`src/rtl/jmp_seq_unit.sv`:
```
// jmp_seq_unit
//   Branch sequencer that sits beside the PC register. It accepts a jump op,
//   assembles a multi-byte target from the data bus (most significant byte
//   first), evaluates a condition on the flags latched with the op, and
//   issues a single-cycle registered PC load. Modes: absolute, PC-relative,
//   call (pushes the current PC) and return (pops the return-address stack).
//
// Ports:
//   clk, rst           clock, asynchronous active-high reset
//   op_valid           start strobe, accepted only while idle
//   op[5:0]            [3:0] condition select, [5:4] mode (abs/rel/call/ret)
//   databus            address byte, shifted in on byte_we while collecting
//   byte_we            byte write strobe
//   pcin               current PC (sampled in the execute cycle)
//   zflag/cflag/oflag/sflag  ALU flags, latched together with op
//   busy               high whenever the unit is not idle
//   pc_load            one-cycle PC load strobe
//   pc_out             branch target, zero whenever pc_load is low
//   depth              return-address stack occupancy
//   stk_overflow       sticky: call attempted with a full stack
//   stk_underflow      sticky: return attempted with an empty stack
module jmp_seq_unit #(
    parameter int DATA_W      = 8,
    parameter int ADDR_W      = 16,
    parameter int STACK_DEPTH = 4
) (
    input  logic                               clk,
    input  logic                               rst,
    input  logic                               op_valid,
    input  logic [5:0]                         op,
    input  logic [DATA_W-1:0]                  databus,
    input  logic                               byte_we,
    input  logic [ADDR_W-1:0]                  pcin,
    input  logic                               zflag,
    input  logic                               cflag,
    input  logic                               oflag,
    input  logic                               sflag,
    output logic                               busy,
    output logic                               pc_load,
    output logic [ADDR_W-1:0]                  pc_out,
    output logic [$clog2(STACK_DEPTH+1)-1:0]   depth,
    output logic                               stk_overflow,
    output logic                               stk_underflow
);

    localparam int NBYTES  = ADDR_W / DATA_W;
    localparam int CNT_W   = $clog2(NBYTES + 1);
    localparam int DEPTH_W = $clog2(STACK_DEPTH + 1);
    localparam int IDX_W   = (STACK_DEPTH > 1) ? $clog2(STACK_DEPTH) : 1;

    localparam logic [CNT_W-1:0]   LAST_BYTE = CNT_W'(NBYTES - 1);
    localparam logic [DEPTH_W-1:0] FULL      = DEPTH_W'(STACK_DEPTH);

    localparam logic [1:0] MODE_ABS  = 2'b00;
    localparam logic [1:0] MODE_REL  = 2'b01;
    localparam logic [1:0] MODE_CALL = 2'b10;
    localparam logic [1:0] MODE_RET  = 2'b11;

    typedef enum logic [1:0] {
        IDLE    = 2'd0,
        COLLECT = 2'd1,
        EXEC    = 2'd2
    } state_t;

    state_t state, state_nxt;

    logic [5:0]        op_q;
    logic              z_q, c_q, o_q, s_q;
    logic [ADDR_W-1:0] addr;
    logic [CNT_W-1:0]  cnt;
    logic [ADDR_W-1:0] stk [STACK_DEPTH];

    logic [1:0]        mode;
    logic              taken;
    logic              stk_full;
    logic              stk_empty;
    logic [IDX_W-1:0]  push_idx;
    logic [IDX_W-1:0]  pop_idx;

    function automatic logic cond_eval(input logic [3:0] code,
                                       input logic z, input logic c,
                                       input logic o, input logic s);
        logic r;
        r = 1'b0;
        case (code)
            4'd0:    r = 1'b1;
            4'd1:    r = z;
            4'd2:    r = !z;
            4'd3:    r = c;
            4'd4:    r = c | z;
            4'd5:    r = !(c | z);
            4'd6:    r = !c;
            4'd7:    r = o ^ s;
            4'd8:    r = (o ^ s) | z;
            4'd9:    r = !(o ^ s) & !z;
            4'd10:   r = !(o ^ s);
            default: r = 1'b0;
        endcase
        return r;
    endfunction

    assign mode      = op_q[5:4];
    assign taken     = cond_eval(op_q[3:0], z_q, c_q, o_q, s_q);
    assign stk_full  = (depth == FULL);
    assign stk_empty = (depth == '0);
    // Push slot is the current occupancy; top of stack is one below it.
    assign push_idx  = depth[IDX_W-1:0];
    assign pop_idx   = push_idx - IDX_W'(1);

    // State register
    always_ff @(posedge clk or posedge rst) begin
        if (rst) state <= IDLE;
        else     state <= state_nxt;
    end

    // Next-state logic
    always_comb begin
        state_nxt = state;
        case (state)
            IDLE: begin
                if (op_valid) state_nxt = (op[5:4] == MODE_RET) ? EXEC : COLLECT;
            end
            COLLECT: begin
                if (byte_we && cnt == LAST_BYTE) state_nxt = EXEC;
            end
            EXEC:    state_nxt = IDLE;
            default: state_nxt = IDLE;
        endcase
    end

    // Output logic
    always_comb begin
        busy = (state != IDLE);
    end

    // Op latch, address assembly, PC load and stack control
    always_ff @(posedge clk or posedge rst) begin
        if (rst) begin
            op_q          <= '0;
            z_q           <= 1'b0;
            c_q           <= 1'b0;
            o_q           <= 1'b0;
            s_q           <= 1'b0;
            addr          <= '0;
            cnt           <= '0;
            depth         <= '0;
            pc_load       <= 1'b0;
            pc_out        <= '0;
            stk_overflow  <= 1'b0;
            stk_underflow <= 1'b0;
        end else begin
            pc_load <= 1'b0;
            pc_out  <= '0;
            case (state)
                IDLE: begin
                    if (op_valid) begin
                        op_q <= op;
                        z_q  <= zflag;
                        c_q  <= cflag;
                        o_q  <= oflag;
                        s_q  <= sflag;
                        if (op[5:4] != MODE_RET) begin
                            addr <= '0;
                            cnt  <= '0;
                        end
                    end
                end
                COLLECT: begin
                    if (byte_we) begin
                        // Shift left so the first byte ends up most significant.
                        addr <= (addr << DATA_W) | ADDR_W'(databus);
                        cnt  <= cnt + CNT_W'(1);
                    end
                end
                EXEC: begin
                    if (taken) begin
                        case (mode)
                            MODE_ABS: begin
                                pc_load <= 1'b1;
                                pc_out  <= addr;
                            end
                            MODE_REL: begin
                                pc_load <= 1'b1;
                                pc_out  <= pcin + addr;
                            end
                            MODE_CALL: begin
                                if (stk_full) begin
                                    stk_overflow <= 1'b1;
                                end else begin
                                    pc_load <= 1'b1;
                                    pc_out  <= addr;
                                    depth   <= depth + DEPTH_W'(1);
                                end
                            end
                            default: begin
                                if (stk_empty) begin
                                    stk_underflow <= 1'b1;
                                end else begin
                                    pc_load <= 1'b1;
                                    pc_out  <= stk[pop_idx];
                                    depth   <= depth - DEPTH_W'(1);
                                end
                            end
                        endcase
                    end
                end
                default: ;
            endcase
        end
    end

    // Return-address storage; occupancy is tracked by depth, so no reset needed.
    always_ff @(posedge clk) begin
        if (state == EXEC && taken && mode == MODE_CALL && !stk_full)
            stk[push_idx] <= pcin;
    end

endmodule

```
`config.mk`:
```
export PLATFORM = sky130hd
export DESIGN_NAME = jmp_seq_unit
export DESIGN_NICKNAME = d
export VERILOG_FILES = /design/src/rtl/jmp_seq_unit.sv
export SDC_FILE = /design/constraint.sdc
export NUM_CORES = 1
export LEC_CHECK = 0
export CAP_MARGIN = 20
export CORE_ASPECT_RATIO = 0.7
export CORE_MARGIN = 3
export CORE_UTILIZATION = 40
export CTS_BUF_LIST = sky130_fd_sc_hd__clkbuf_8
export CTS_CLUSTER_DIAMETER = 80
export DETAILED_ROUTE_END_ITERATION = 10
export DONT_BUFFER_PORTS = 1
export MAX_ROUTING_LAYER = met4
export PLACE_DENSITY = 0.61
export SYNTH_ARGS = -nofsm -noshare
export SYNTH_HDL_FRONTEND = slang
export SYNTH_SLANG_ARGS = --single-unit
```
`constraint.sdc`:
```
create_clock -name clk -period 4.3 [get_ports clk]
set_input_delay 0.86 -clock clk [delete_from_list [all_inputs] [get_ports clk]]
set_output_delay 0.86 -clock clk [all_outputs]
set_load 0.02 [all_outputs]
```
==> impl_summary.txt <==
----------------------------------------------------
[Power and ir drop]
  Power Dens Cells ... 680 mW/mm^2
  LEAKAGE ... about 0.0024 uW
  Reg power frac ... 37.9%
  Proportion of total power due to net switching ... 40.2%
  Combinational power share ... a little under two fifths
  Share of power burned in the clock network ... 24.2%
  Net load switching power ... around 1700 uW
  Power Internal ... 2530 uW
  Maximum resistive drop on vdd ... 232 uV

[Clock network]
  Post_cts resized ... 0
  CTS Buffer Depth ... 2
  Skew-Pair Late Insertion Delay ... between 400 and 500 ps
  Number of H-tree branching levels ... 4
  Number of post-CTS setup repair buffers ... 0
  TritonCTS Buffers ... 17
  Buffer type at the clock tree root ... sky130_fd_sc_hd__clkbuf_8
  Number of hold buffers added after cts ... 0
  Clock edge transition at the registers on the reported setup and hold paths ... ~80 ps
  TritonCTS clock tree ... built
  Number of clock sinks seen by CTS ... 116

[Min path]
  Worst hold path type ... in -> async

[Die]
  I/O pin total ... between 60 and 70
  Number of rows in the core area ... 35
  Core box area ... 0.0134 sq mm
  Area of the die ... 0.0155 sq mm
  Die W ... 148 um
  Die height ... approximately 110 um
  Starting Density ... 41.7%

[Setup path]
  Worst setup EP type ... flip-flop
  Slowest Stage Delay on Critical Path ... approximately 800 ps
  Worst path slowest cell ... sky130_fd_sc_hd__and3_1
  CP Launch Type ... flip-flop
  Cell Chain, Critical Path ... xor2_1 -> mux2_2 -> o32ai_1 -> a22oi_1 -> buf_4 -> nor2_1 -> and3_1
  Arrival time worst endpoint ... 3030 ps
  Maximum fanout count along the critical path ... 16
  WS Path Type ... reg -> reg
  Required time worst endpoint ... 4370 ps

[STA]
  Aggregate negative setup slack ... 0 ps
  Setup repair after global routing missed its margin ... no
  Final hold slack ... 319 ps
  Relative slew slack ... between 30% and 40%
  Final setup vio count ... 0
  Clock Skews ... ~18 ps
  Max Clock Freq ... 337 MHz
  Final count of hold timing violations ... 0
  Total count of max-transition violations in the final report ... 0
  Slew @ Worst Pin ... approximately 900 ps
  Period utilization ... between 60% and 70%
  Clock period minus worst slack ... 2970 ps

[GRT]
  Initial antenna violation count ... 0
  Vias in the first global route ... a little under 4k
  GRT Overall Usage ... about a fifth
  Global-route wire length before repair ... between 20000 and 25000 um
  Aggregate global routing overflow ... 0
  Pin count of the biggest net entering global routing ... 32

[Synth]
  Post-synth net total ... 521
  Post-synthesis sequential area ratio ... between 50% and 60%
  Number of flops mapped to enable cells by yosys ... 64
  Proportion of register bits with asynchronous set or reset after synthesis ... 44.8%
  Library cell occupying the most area in the post-synthesis netlist ... sky130_fd_sc_hd__edfxtp_1
  Netlist Area Pre-Place ... 0.00561 sq mm
  Mean post-synth cell area ... 12.2 sq um
  Synth area leaders ... sky130_fd_sc_hd__edfxtp_1 34%, sky130_fd_sc_hd__dfrtp_1 23%, sky130_fd_sc_hd__mux4_2 6.4%
  Post-Synthesis Cells ... 461
  Syn. warnings ... 0
  Post-synth cell types ... 54
  Synthesis-stage register bit count ... roughly 120
  Yosys top cell area share ... 34.3%
  Flip-flop cell with the highest count after synthesis ... sky130_fd_sc_hd__edfxtp_1

[Detailed routing]
  Drt first-iter violations ... a little under 400
  Vias per cell ... between 5 and 6
  Via total after detailed routing ... approximately 3.8k
  Number of remaining DRC errors ... 0
  Average wire per cell in the routed design ... 20.9 um
  Final ANT Viol Nets ... 0
  Number of detailed-route iterations in the first pass ... 5
  Total Routed Length ... between 10000 and 15000 um

[Cells and area]
  NumNets Final ... about 530
  Final core occ ... a little under half
  # diodes ... 0
  Ratio of cells with drive above 1 in the final layout ... 15.4%
  Area grow syn2layout ... 11.0%

[Placed design]
  Detail Placement HPWL ... 9720 um
  Gpl congestion ... ~0.94
  Port bufs ... 0

[Status]
  Run status ... complete, no violations

[Job]
  Max Cap Violations ... 0

----------------------------------------------------
## layout make-up
cell class / count / area, sq um
multi-input cells: 312 / 2260
well taps: 185 / 231
repair buffers: 9 / 67.6
fillers: 1227 / 7220
clock inverters: 15 / 169
flip-flops and latches: 116 / 3220
inverters: 12 / 45.0
clock buffers: 17 / 234
## state kept, by name, summed over array words and instances (netlist names), 2 cells and up
signal,cells
op_q,6
stk,64
depth,3
pc_out,16
addr,16
cnt,2
state,2
## power by group through the flow
stage	Sequential, uW	Combinational (uW)	Clock, uW
final	1600	1600	1030
after CTS	1600	1590	1050
after floorplan	1500	1270	0
after global routing	1630	1780	1100
after global placement	1610	1550	0
after detailed placement	1620	1580	0
## worst max-delay path: cells and delay by family, from the launching register on
kind	cells	cell delay, ps
buf+inv	1	210
flops	1	390
compound gates	2	280
simple gates	2	1010
xor+xnor	1	310
mux	1	380
## stage by stage
step | power [uW] | cell area [sq um] | setup WS [ps] | cells
after floorplan | 2770 | 5610 | 1150 | 461
after global placement | 3160 | 5820 | 1400 | 633
after detailed placement | 3200 | 5820 | 1260 | 633
after CTS | 4240 | 6220 | 1310 | 665
after global routing | 4510 | 6230 | 1110 | 666
final | 4240 | 6230 | 1330 | 666
## final timing paths
kind | start | endpoint | slack [ps] | depth (start not counted)
min reg2reg | cnt[0]$_DFFE_PP0P_ | cnt[0]$_DFFE_PP0P_ | 530 | 1
max | s_q$_DFFE_PP0P_ | stk[3][10]$_DFFE_PP_ | 1330 | 7
max in group asynchronous | rst | depth[2]$_DFFE_PP0P_ | 3160 | 2
max reg2reg | s_q$_DFFE_PP0P_ | stk[3][10]$_DFFE_PP_ | 1330 | 7
min in group clk | pcin[3] | stk[3][3]$_DFFE_PP_ | 500 | 0
min | rst | pc_out[9]$_DFF_PP0_ | 320 | 1
## synth_stat cells, drive strengths merged (2+ instances only)
cell	n
o21ai	23
a22o	2
nand4b	2
nor2b	4
a311oi	2
fa	2
a21o	7
clkbuf	13
a31oi	4
edfxtp	64
a211oi	9
dfrtp	52
inv	12
a21oi	30
a221oi	2
buf	8
nand3	21
xnor2	4
o21a	3
a222oi	2
a22oi	4
xor2	9
mux2	11
nand2	57
nor2	30
nor3	8
nand3b	4
ha	20
and3	5
nand2b	3
o21bai	2
or3	5
mux4	16
o2111ai	2
mux2i	3
## placed cells by master, fill, tap and decap left out, types with 11 or more instances in the layout
cell type and instances:
sky130_fd_sc_hd__dfrtp_1 52, sky130_fd_sc_hd__clkbuf_8 17, sky130_fd_sc_hd__nor2_1 30, sky130_fd_sc_hd__o21ai_0 23
sky130_fd_sc_hd__nand2_1 57, sky130_fd_sc_hd__a21oi_1 28, sky130_fd_sc_hd__mux2_2 11, sky130_fd_sc_hd__inv_1 11
sky130_fd_sc_hd__edfxtp_1 64, sky130_fd_sc_hd__ha_1 20, sky130_fd_sc_hd__nand3_1 21, sky130_fd_sc_hd__mux4_2 16
## cell families (layout without fill, tap and decap cells)
group           count (synthesis)  in the layout  synth area share [%]
compound gates                101            101                  11.6
xor+xnor                       13             13                  2.03
fa+ha+maj                      22             22                  5.18
buf+inv                        33             53                  2.39
flops                         116            116                  57.5
mux                            30             30                  9.17
simple gates                  146            146                  12.1
## layer usage
| layer | routed length, um | GRT usage [%] | vias to the layer above | share of wire, % |
|---|---|---|---|---|
| met5 | 0 | - | - | 0 |
| met4 | 127 | 5.98 | 0 | 0.91 |
| met3 | 1030 | 5.64 | 12 | 7.4 |
| met2 | 5890 | 26.3 | 138 | 42 |
| met1 | 6880 | 28.8 | 1884 | 49 |
| li1 | - | - | 1748 | - |
(Power assumes the default switching activity.)
